==> config.mk <==
export PLATFORM = sky130hd
export DESIGN_NAME = uart_receiver_flat
export DESIGN_NICKNAME = d
export VERILOG_FILES = /design/src/rtl/uart_pkg.sv /design/src/rtl/uart_receiver_if.sv /design/src/rtl/uart_rx_sync.sv /design/src/rtl/uart_receiver.sv /design/src/flat_wrapper.sv
export SDC_FILE = /design/constraint.sdc
export NUM_CORES = 1
export LEC_CHECK = 0
export ABC_AREA = 1
export BUFFER_PORTS_ARGS = -buffer_cell sky130_fd_sc_hd__buf_2
export CAP_MARGIN = 40
export CORE_MARGIN = 8
export CORE_UTILIZATION = 25
export CTS_BUF_LIST = sky130_fd_sc_hd__clkbuf_8
export CTS_CLUSTER_SIZE = 24
export DETAILED_ROUTE_END_ITERATION = 6
export PLACE_DENSITY = 0.44
export SLEW_MARGIN = 15
export SYNTH_ARGS = -nofsm -noshare
export SYNTH_HDL_FRONTEND = slang
export SYNTH_HIERARCHICAL = 1
export SYNTH_SLANG_ARGS = --single-unit
==> constraint.sdc <==
create_clock -name i_clk -period 1.4 [get_ports i_clk]
set_input_delay 0.28 -clock i_clk [delete_from_list [all_inputs] [get_ports i_clk]]
set_output_delay 0.28 -clock i_clk [all_outputs]
set_load 0.05 [all_outputs]
==> src/rtl/uart_pkg.sv <==
// Shared UART definitions: FSM state encodings and line constants.
// Used by both the receiver and the transmitter.
package uart_pkg;

  typedef enum logic [2:0] {
    ST_IDLE   = 3'd0,
    ST_START  = 3'd1,
    ST_DATA   = 3'd2,
    ST_PARITY = 3'd3,
    ST_STOP   = 3'd4
  } uart_state_e;

  localparam int   UART_DATA_BITS  = 8;
  localparam logic UART_IDLE_LEVEL = 1'b1;

  // Even-parity bit for a data byte: makes the total count of ones even.
  function automatic logic uart_even_parity(input logic [UART_DATA_BITS-1:0] data);
    return ^data;
  endfunction

endpackage

==> src/rtl/uart_receiver_if.sv <==
// Receive-side byte handshake and status flags of the UART receiver.
// Optional macro UART_RX_PARITY_EN adds the parerr flag.
interface uart_receiver_if;
  import uart_pkg::*;

  logic [UART_DATA_BITS-1:0] dataout;
  logic                      rxvalid;
  logic                      rxready;
  logic                      framerr;
  logic                      overrun;
  logic                      busy;
`ifdef UART_RX_PARITY_EN
  logic                      parerr;

  modport master (output dataout, rxvalid, framerr, overrun, busy, parerr, input rxready);
  modport slave  (input dataout, rxvalid, framerr, overrun, busy, parerr, output rxready);
`else
  modport master (output dataout, rxvalid, framerr, overrun, busy, input rxready);
  modport slave  (input dataout, rxvalid, framerr, overrun, busy, output rxready);
`endif

endinterface

==> src/rtl/uart_rx_sync.sv <==
// Two-flop synchroniser for an asynchronous level input; resets to the
// idle (high) level so a line that is idle during reset never looks like a start.
module uart_rx_sync (
  input  logic i_clk,
  input  logic i_reset,
  input  logic i_async,
  output logic o_sync
);

  logic meta_q;
  logic sync_q;

  always_ff @(posedge i_clk or posedge i_reset) begin
    if (i_reset) begin
      meta_q <= 1'b1;
      sync_q <= 1'b1;
    end else begin
      meta_q <= i_async;
      sync_q <= meta_q;
    end
  end

  assign o_sync = sync_q;

endmodule

==> src/rtl/uart_receiver.sv <==
// UART receiver: mid-bit sampling FSM with baud tick counter and valid/ready output.
// Optional macro UART_RX_PARITY_EN enables an even-parity bit and the parerr flag.
module uart_receiver
  import uart_pkg::*;
#(
  parameter int CLKS_PER_BIT = 16,
  parameter int DATA_BITS    = UART_DATA_BITS
) (
  input  logic              i_clk,
  input  logic              i_reset,
  input  logic              i_rxdatain,
  uart_receiver_if.master   rx_if
);

  localparam int                TICK_W   = $clog2(CLKS_PER_BIT);
  localparam logic [TICK_W-1:0] TICK_MID = TICK_W'(CLKS_PER_BIT / 2 - 1);
  localparam logic [TICK_W-1:0] TICK_END = TICK_W'(CLKS_PER_BIT - 1);
  localparam logic [2:0]        LAST_BIT = 3'(DATA_BITS - 1);

  logic rx_s;

  uart_rx_sync u_sync (
    .i_clk   (i_clk),
    .i_reset (i_reset),
    .i_async (i_rxdatain),
    .o_sync  (rx_s)
  );

  uart_state_e               state_q,   state_d;
  logic [TICK_W-1:0]         tick_q,    tick_d;
  logic [2:0]                bit_q,     bit_d;
  logic [UART_DATA_BITS-1:0] shift_q,   shift_d;
  logic [UART_DATA_BITS-1:0] dataout_q, dataout_d;
  logic                      rxvalid_q, rxvalid_d;
  logic                      framerr_q, framerr_d;
  logic                      overrun_q, overrun_d;
`ifdef UART_RX_PARITY_EN
  logic                      parerr_q,  parerr_d;
  logic                      par_bad_q, par_bad_d;
`endif

  always_ff @(posedge i_clk or posedge i_reset) begin
    if (i_reset) begin
      state_q   <= ST_IDLE;
      tick_q    <= '0;
      bit_q     <= '0;
      shift_q   <= '0;
      dataout_q <= '0;
      rxvalid_q <= 1'b0;
      framerr_q <= 1'b0;
      overrun_q <= 1'b0;
`ifdef UART_RX_PARITY_EN
      parerr_q  <= 1'b0;
      par_bad_q <= 1'b0;
`endif
    end else begin
      state_q   <= state_d;
      tick_q    <= tick_d;
      bit_q     <= bit_d;
      shift_q   <= shift_d;
      dataout_q <= dataout_d;
      rxvalid_q <= rxvalid_d;
      framerr_q <= framerr_d;
      overrun_q <= overrun_d;
`ifdef UART_RX_PARITY_EN
      parerr_q  <= parerr_d;
      par_bad_q <= par_bad_d;
`endif
    end
  end

  always_comb begin
    state_d   = state_q;
    tick_d    = tick_q + 1'b1;
    bit_d     = bit_q;
    shift_d   = shift_q;
    dataout_d = dataout_q;
    rxvalid_d = rxvalid_q;
    framerr_d = 1'b0;
    overrun_d = overrun_q;
`ifdef UART_RX_PARITY_EN
    parerr_d  = 1'b0;
    par_bad_d = par_bad_q;
`endif

    if (rxvalid_q && rx_if.rxready) begin
      rxvalid_d = 1'b0;
    end

    case (state_q)
      ST_IDLE: begin
        tick_d = '0;
        if (rx_s != UART_IDLE_LEVEL) begin
          state_d = ST_START;
        end
      end

      ST_START: begin
        // A start bit that is high again at mid-bit was a glitch: drop it silently.
        if (tick_q == TICK_MID) begin
          tick_d = '0;
          bit_d  = '0;
          state_d = (rx_s == 1'b0) ? ST_DATA : ST_IDLE;
        end
      end

      ST_DATA: begin
        if (tick_q == TICK_END) begin
          tick_d         = '0;
          shift_d[bit_q] = rx_s;
          if (bit_q == LAST_BIT) begin
`ifdef UART_RX_PARITY_EN
            state_d = ST_PARITY;
`else
            state_d = ST_STOP;
`endif
          end else begin
            bit_d = bit_q + 3'd1;
          end
        end
      end

`ifdef UART_RX_PARITY_EN
      ST_PARITY: begin
        if (tick_q == TICK_END) begin
          tick_d    = '0;
          par_bad_d = (rx_s != uart_even_parity(shift_q));
          state_d   = ST_STOP;
        end
      end
`endif

      ST_STOP: begin
        // Leave at mid-stop so the next start edge is never missed.
        if (tick_q == TICK_END) begin
          tick_d  = '0;
          state_d = ST_IDLE;
          if (rx_s == 1'b0) begin
            framerr_d = 1'b1;
`ifdef UART_RX_PARITY_EN
          end else if (par_bad_q) begin
            parerr_d = 1'b1;
`endif
          end else begin
            dataout_d = shift_q;
            rxvalid_d = 1'b1;
            if (rxvalid_q && !rx_if.rxready) begin
              overrun_d = 1'b1;
            end
          end
        end
      end

      default: begin
        tick_d  = '0;
        state_d = ST_IDLE;
      end
    endcase
  end

  assign rx_if.dataout = dataout_q;
  assign rx_if.rxvalid = rxvalid_q;
  assign rx_if.framerr = framerr_q;
  assign rx_if.overrun = overrun_q;
  assign rx_if.busy    = (state_q != ST_IDLE);
`ifdef UART_RX_PARITY_EN
  assign rx_if.parerr  = parerr_q;
`endif

endmodule

==> src/flat_wrapper.sv <==
// flat-port wrapper written by rule: the top's interface ports become plain ports
module uart_receiver_flat import uart_pkg::*;
#(
  parameter int CLKS_PER_BIT = 16,
  parameter int DATA_BITS    = UART_DATA_BITS
)
  (i_clk, i_reset, i_rxdatain, rx_if_dataout, rx_if_rxvalid, rx_if_framerr, rx_if_overrun, rx_if_busy, rx_if_rxready);
  uart_receiver_if rx_if_i ();
  input  logic i_clk;
  input  logic i_reset;
  input  logic i_rxdatain;
  output wire logic [$bits(rx_if_i.dataout)-1:0] rx_if_dataout;
  output wire logic [$bits(rx_if_i.rxvalid)-1:0] rx_if_rxvalid;
  output wire logic [$bits(rx_if_i.framerr)-1:0] rx_if_framerr;
  output wire logic [$bits(rx_if_i.overrun)-1:0] rx_if_overrun;
  output wire logic [$bits(rx_if_i.busy)-1:0] rx_if_busy;
  input wire logic [$bits(rx_if_i.rxready)-1:0] rx_if_rxready;
  assign rx_if_dataout = rx_if_i.dataout;
  assign rx_if_rxvalid = rx_if_i.rxvalid;
  assign rx_if_framerr = rx_if_i.framerr;
  assign rx_if_overrun = rx_if_i.overrun;
  assign rx_if_busy = rx_if_i.busy;
  assign rx_if_i.rxready = rx_if_rxready;
  uart_receiver #(.CLKS_PER_BIT(CLKS_PER_BIT), .DATA_BITS(DATA_BITS)) u_core (.i_clk(i_clk), .i_reset(i_reset), .i_rxdatain(i_rxdatain), .rx_if(rx_if_i));
endmodule
==> results of run 1 <==
[power by group through the flow]
stage	combinational, uW	clock, uW	sequential, uW
6_report	1030	781	1080
5_1_grt	1170	852	1090
4_1_cts	941	817	1050
3_5_place_dp	833	0	1080
3_3_place_gp	838	0	1080
2_1_floorplan	580	0	1080
[logic make-up (layout without fill, tap and decap cells)]
logic type | Yosys count | after routing
AO/OA/AOI/OAI | 10 | 10
XOR/XNOR | 1 | 1
adder cells (fa/ha/maj) | 3 | 3
buffers and inverters | 22 | 57
flip-flops | 31 | 31
AND/OR/NAND/NOR | 103 | 103
[stage by stage]
stage / worst slack [ns] / std cells / hold WS [ns] / area, um^2
6_report: 0.00956 / 277 / 0.0231 / 1910
5_1_grt: -0.0498 / 277 / 0.0420 / 1910
4_1_cts: -0.0495 / 276 / 0.0252 / 1820
3_5_place_dp: -0.0594 / 264 / 0.325 / 1670
3_3_place_gp: -0.0544 / 264 / 0.318 / 1670
2_1_floorplan: 0.00726 / 170 / 0.192 / 1450
[layout by cell type, fill, tap and decap left out, types with 2 or more instances in the layout]
| master | count |
|---|---|
| o21ai_2 | 2 |
| nor2_4 | 4 |
| o21ai_1 | 6 |
| clkbuf_8 | 7 |
| nand4_1 | 6 |
| nand3_1 | 17 |
| ha_2 | 2 |
| nand2_2 | 6 |
| nand2_4 | 2 |
| inv_1 | 17 |
| dfstp_2 | 2 |
| dfrtp_2 | 2 |
| nor2_1 | 12 |
| nand2_1 | 44 |
| dfrtp_1 | 27 |
| buf_2 | 14 |
| buf_4 | 13 |
| and2_1 | 2 |
| inv_2 | 4 |
| nand3_2 | 7 |
[layout make-up]
type                    instances  area (um^2)
inverters                      21         78.8
clock buffers                   7         96.3
well taps                      72         90.1
flip-flops and latches         31          781
repair buffers                 28          179
multi-input cells             117          673
fillers                       612         3630
clock inverters                 1         7.51
[state kept, by name, summed over array words and instances, names as in the netlist, 3 cells and up]
signal and count:
u_core/rx_if.dataout 8, u_core/bit_q 3, u_core/tick_q 4, u_core/shift_q 8, u_core/state_q 3
[worst paths after layout]
path,slack [ns],startpoint,endpoint,cells past startpoint
hold reg to reg,0.36,u_core/u_sync/meta_q,u_core/u_sync/o_sync,0
setup / recovery,0.01,u_core/state_q[1],rx_if_busy,5
min in group i_clk,0.10,i_rxdatain,u_core/u_sync/meta_q,1
hold / removal,0.02,i_reset,u_core/u_sync/meta_q,2
max in group asynchronous,1.04,i_reset,u_core/state_q[2],3
setup reg to reg,0.04,u_core/state_q[0],u_core/shift_q[2],7
[critical path, stage by stage, from the launching register on]
cell and delay, ns:
dfrtp_2 0.41, inv_2 0.08, nand2_4 0.06, nor2_4 0.10
inv_2 0.04, buf_6 0.14
[what timing repair did]
item | in CTS | in global routing
buffers inserted | 4 | 1
pin swaps | 3 | 8
gates resized for setup | 6 | 22
hold endpoints to repair | 0 | 0
setup endpoints to repair | 16 | 24
[metal layers]
layer | GRT usage (%) | vias up | wire, um
met5 | 0 | - | 0
met4 | 3.22 | 0 | 31
met3 | 2.69 | 2 | 148
li1 | - | 608 | -
met1 | 9.88 | 547 | 1530
met2 | 12.6 | 15 | 1380
==> reports/qor.txt, run 1 <==
Crit end category - output pin
Largest family of logic cells by synthesized area - simple AND/OR/NAND/NOR gates
Req. time, crit path - 1.12 ns
Reg clk slew, reported paths - 0.07 ns
Synth Instances - 170
Initial DRC Count - 36
Comb power frac - 35.8%
Max Clk Rate - 0.719 GHz
Async SR Flop Fraction - 100%
Sw Pwr - 1080 uW
RSZ-0062 raised after global routing - yes
Final Core Density - 34.4%
Max-cap violations - 0
Die width - 92.2 um
Yosys warning count - 6
Clk sink count - 31
Die H - 92.2 um
Core box area - 5540 um^2
Net Sw Frac - 37.5%
Post-synth top flop - dfrtp_1
Largest net degree at the start of global routing - 30
IO Count - 16
Hold Buf Count CTS - 0
Synth cell types - 23
FF+latch count, synth - 31
Syn_nets - 177
Final Max Slew Viols - 0
Number of CTS-inserted buffers - 5
Synth Area in XOR/XNOR - 0.604%
Via count - 1,172
Register area share after synthesis - 53.7%
Period utilisation layout - 99.3%
Vias in the first global route - 1,215
Synth Area in Adders - 2.59%
Hold Crit Class - in2async
# DRC - 0
# port buffers - 15
Synth Area in Compound Gates - 3.62%
Most frequent cell after synthesis - nand2_1
Rows - 27
Pre-antenna DRT Iters - 4
Mapped Area - 1450 um^2
Clk_lat worst skew - 0.27 ns
Min Clock Period, post-route - 1.39 ns
Pleak - 0.000973 uW
Detailed Route WL - 3.09 mm
DP Wirelength - 2.21 mm
Mux cell area share after synthesis - 0%
Worst EP arrival - 1.11 ns
Final Hold Viols - 0
Placer Congestion - 0.761
Avg WL per Cell - 11.1 um
Post-DRT Antenna Nets - 0
Pwr per Cell Area - 1520 nW/um^2
Seq pwr share - 37.2%
Area growth from synthesis to layout - 31.4%
CTS Buffer Depth - 2
CP max FO - 3
Status - complete, no violations
Critical Path Start Type - register
H-tree levels - 2
Share of layout cells above drive strength 1 - 34.1%
Total track usage - 8.02%
Final setup TNS - 0 ns
Commonest cells post-synth - 49 x nand2_1, 29 x dfrtp_1, 23 x nand3_1
Top post-synthesis cells by area - dfrtp_1 50%, nand2_1 13%, nand3_1 7.9%, inv_1 5.2%, dfstp_2 3.6%
Fin Clk Skew - 0.00420 ns
Clock Power Share - 27.0%
Post-synth EDFFs - 0
Max transition margin - 75.2%
Die Area - 8490 um^2
Slew of the pin with the lowest slew margin - 0.372 ns
Final Power - 2890 uW
Initial antenna violation count - 0
Post-Synth Simple-Gate Area - 33.7%
First-pass GRT wire length - 5.54 mm
Final setup vio count - 0
CTS root buf - clkbuf_8
Synth top area share - 50.0%
Via density - 4.23
CTS tree - yes
Syn Area/Cell - 8.53 um^2
Grt ovf - 0
Setup CP Type - reg2out
Starting Density - 26.2%
Number of diodes - 0
Cell taking the most area after synthesis - dfrtp_1
Fin nets - 211
Int Pwr - 1810 uW
Peak VDD IR - 831 uV
Power figures use the tool's default switching activity.
==> inputs of run 2 (changes only) <==
Settings changed: PLACE_DENSITY 0.44 to 0.43, RECOVER_POWER set to 25, SYNTH_HIERARCHICAL 1 to not set.
Clock period 1.4 ns to 1.75 ns, I/O delays scaled along.
==> run 2 against run 1 <==
  * Via count shrank 7.5%
  * Register-to-register slack gained 0.20 ns
  * Highest routed layer unchanged
  * Non-clock buffer count shrank 12
  * Clock skew grew 0.00092 ns
==> reports/qor.txt, run 2 <==
Pre-antenna DRT Iters - 4
Final setup TNS - 0 ns
Sw Pwr - 788 uW
Reg clk slew, reported paths - 0.07 ns
Crit end category - output pin
Syn Area/Cell - 9.01 um^2
DP Wirelength - 2.05 mm
Synth Area in Compound Gates - 9.48%
Hold Path Depth - 1
Via density - 4.15
Max-cap violations - 0
Starting Density - 25.4%
# port buffers - 15
Vias in the first global route - 1,117
Peak VDD IR - 331 uV
Syn_nets - 171
Fin nets - 192
Post-Synth Simple-Gate Area - 27.9%
Min Clock Period, post-route - 1.64 ns
Largest family of logic cells by synthesized area - simple AND/OR/NAND/NOR gates
FF+latch count, synth - 31
Core box area - 5820 um^2
Post-DRT Antenna Nets - 0
Period utilisation layout - 94.0%
Synth Area in XOR/XNOR - 0.593%
Commonest cells post-synth - 40 x nand2_1, 29 x dfrtp_1, 20 x inv_1, 20 x nor2_1
CP max FO - 4
Total track usage - 7.55%
Min-Delay Endpoint - u_core.u_sync.meta_q
Number of diodes - 0
Detailed Route WL - 2.91 mm
Hold Crit Class - in2reg
Number of CTS-inserted buffers - 5
Slew of the pin with the lowest slew margin - 0.788 ns
Final WS setup - 0.105 ns
Async SR Flop Fraction - 100%
Non-filler cells in the finished layout - 261
Net Sw Frac - 35.6%
Share of layout cells above drive strength 1 - 25.3%
Hold path startpoint - i_rxdatain
Via count - 1,084
Cell taking the most area after synthesis - dfrtp_1
Largest net degree at the start of global routing - 32
Most frequent cells in the layout - 40 x nand2_1, 29 x dfrtp_1, 19 x inv_1, 19 x nor2_1, 15 x buf_2
Post-DP Area - 1640 um^2
Register area share after synthesis - 52.7%
Seq pwr share - 39.8%
Worst R2R Path Depth - 8
CTS tree - yes
Top post-synthesis cells by area - dfrtp_1 49%, nand2_1 10%, inv_1 5.1%, nor2_1 5.1%, o21ai_2 4.7%
Final Max Slew Viols - 0
First-pass GRT wire length - 5.16 mm
Commonest non-fill, non-tap cell in the layout - nand2_1
Synth cell types - 28
RSZ-0062 raised after global routing - no
Synth Instances - 164
Initial DRC Count - 75
Cells after DPL - 253
Pleak - 0.000852 uW
Reg-to-reg slack, setup - 0.24 ns
Critical Path Start Type - register
Final setup vio count - 0
Avg WL per Cell - 11.2 um
Mapped Area - 1480 um^2
Final Hold Viols - 0
Crit Reg-Reg Endpoint - u_core.bit_q[2]
Post-synth EDFFs - 0
Worst EP arrival - 1.29 ns
# DRC - 0
Place WS - 0.247 ns
CTS root buf - clkbuf_8
Yosys warning count - 0
IO Count - 16
Max Clk Rate - 0.608 GHz
Max transition margin - 47.5%
Req. time, crit path - 1.40 ns
H-tree levels - 2
Int Pwr - 1420 uW
Die width - 92.9 um
Die Area - 8630 um^2
CTS Buffer Depth - 2
Mux cell area share after synthesis - 0%
Rows - 28
Synth Area in Adders - 2.54%
Most frequent cell after synthesis - nand2_1
Clk_lat worst skew - 0.28 ns
Finished Cell Area - 1760 um^2
Pwr per Cell Area - 1260 nW/um^2
Fillers - 629
Synth top area share - 49.1%
Clock Power Share - 32.9%
Grt ovf - 0
Status - complete, no violations
Setup CP Type - reg2out
Placer Congestion - 0.763
Area growth from synthesis to layout - 18.8%
Comb power frac - 27.4%
RR Startpoint - u_core.bit_q[0]
Hold Buf Count CTS - 0
Die H - 92.9 um
Fin Clk Skew - 0.00512 ns
Post-synth top flop - dfrtp_1
Clk sink count - 31
Initial antenna violation count - 0
## run 2: changes by cell type in the layout (fill, tap and decap cells not counted), moves of 5 or more
cell / delta
nand3_2: -7
buf_4: -13
nor2_1: +7
nand3_1: -9
a21oi_1: +5
o21ai_2: +6
nand2_2: -5
## run 2: kinds of logic (layout without fill, tap and decap cells)
family,count (synthesis),after routing
buf+inv,24,46
flops,31,31
fa+ha+maj,3,3
xor+xnor,1,1
simple gates,85,85
compound gates,20,20
## run 2: timing repair
| action | 4_1_cts | 5_1_grt |
|---|---|---|
| endpoints found under the setup margin | 0 | 1 |
| hold endpoints to repair | 0 | 0 |
| gates resized for setup | 0 | 2 |
| setup buffers | 0 | 0 |
## run 2: layout make-up
class / count / area (um^2) / share of cell area (%)
clock buffer: 6 / 82.6 / 4.70
clock inverter: 2 / 35.0 / 2.00
inverter: 22 / 83.8 / 4.78
multi-input combinational: 109 / 602 / 34.3
sequential: 31 / 778 / 44.3
tap: 75 / 93.8 / 5.35
timing repair buffer: 16 / 80.1 / 4.56
## run 2: through the flow
stage	utilization [%]	total power [uW]	hold slack, ns
after floorplan	-	1350	0.345
after global placement	28.2	1500	0.346
after detailed placement	28.2	1490	0.347
after CTS	30.2	2240	0.155
after global routing	30.2	2350	0.158
final	30.2	2210	0.171
## run 2: critical path: stages, from the launching register on
cell and delay, ns:
dfrtp_1 0.44, inv_1 0.11, nand2_2 0.10, nor2_2 0.12, inv_1 0.04, buf_2 0.20
## run 2: metal layers
layer  GRT usage [%]  part of all wire, %
met2            11.8                   46
met5               0                    0
met1            8.65                   47
met4            4.43                  2.4
met3            2.83                  4.8
## run 2: worst max-delay path by stage
stage                            startpoint         endpoint  depth (start not counted)
after floorplan             u_core.bit_q[0]  u_core.bit_q[0]                          8
after global placement      u_core.bit_q[0]  u_core.bit_q[2]                          8
after detailed placement    u_core.bit_q[0]  u_core.bit_q[2]                          8
after CTS                 u_core.state_q[1]       rx_if_busy                          5
after global routing      u_core.state_q[0]       rx_if_busy                          5
final                     u_core.state_q[0]       rx_if_busy                          5
## run 2: power groups by stage
stage               combinational [uW]  sequential [uW]  clock, uW
detailed placement                 603              890          0
floorplan                          481              868          0
global route                       674              891        785
CTS                                605              877        761
finish                             605              880        727
global placement                   610              893          0
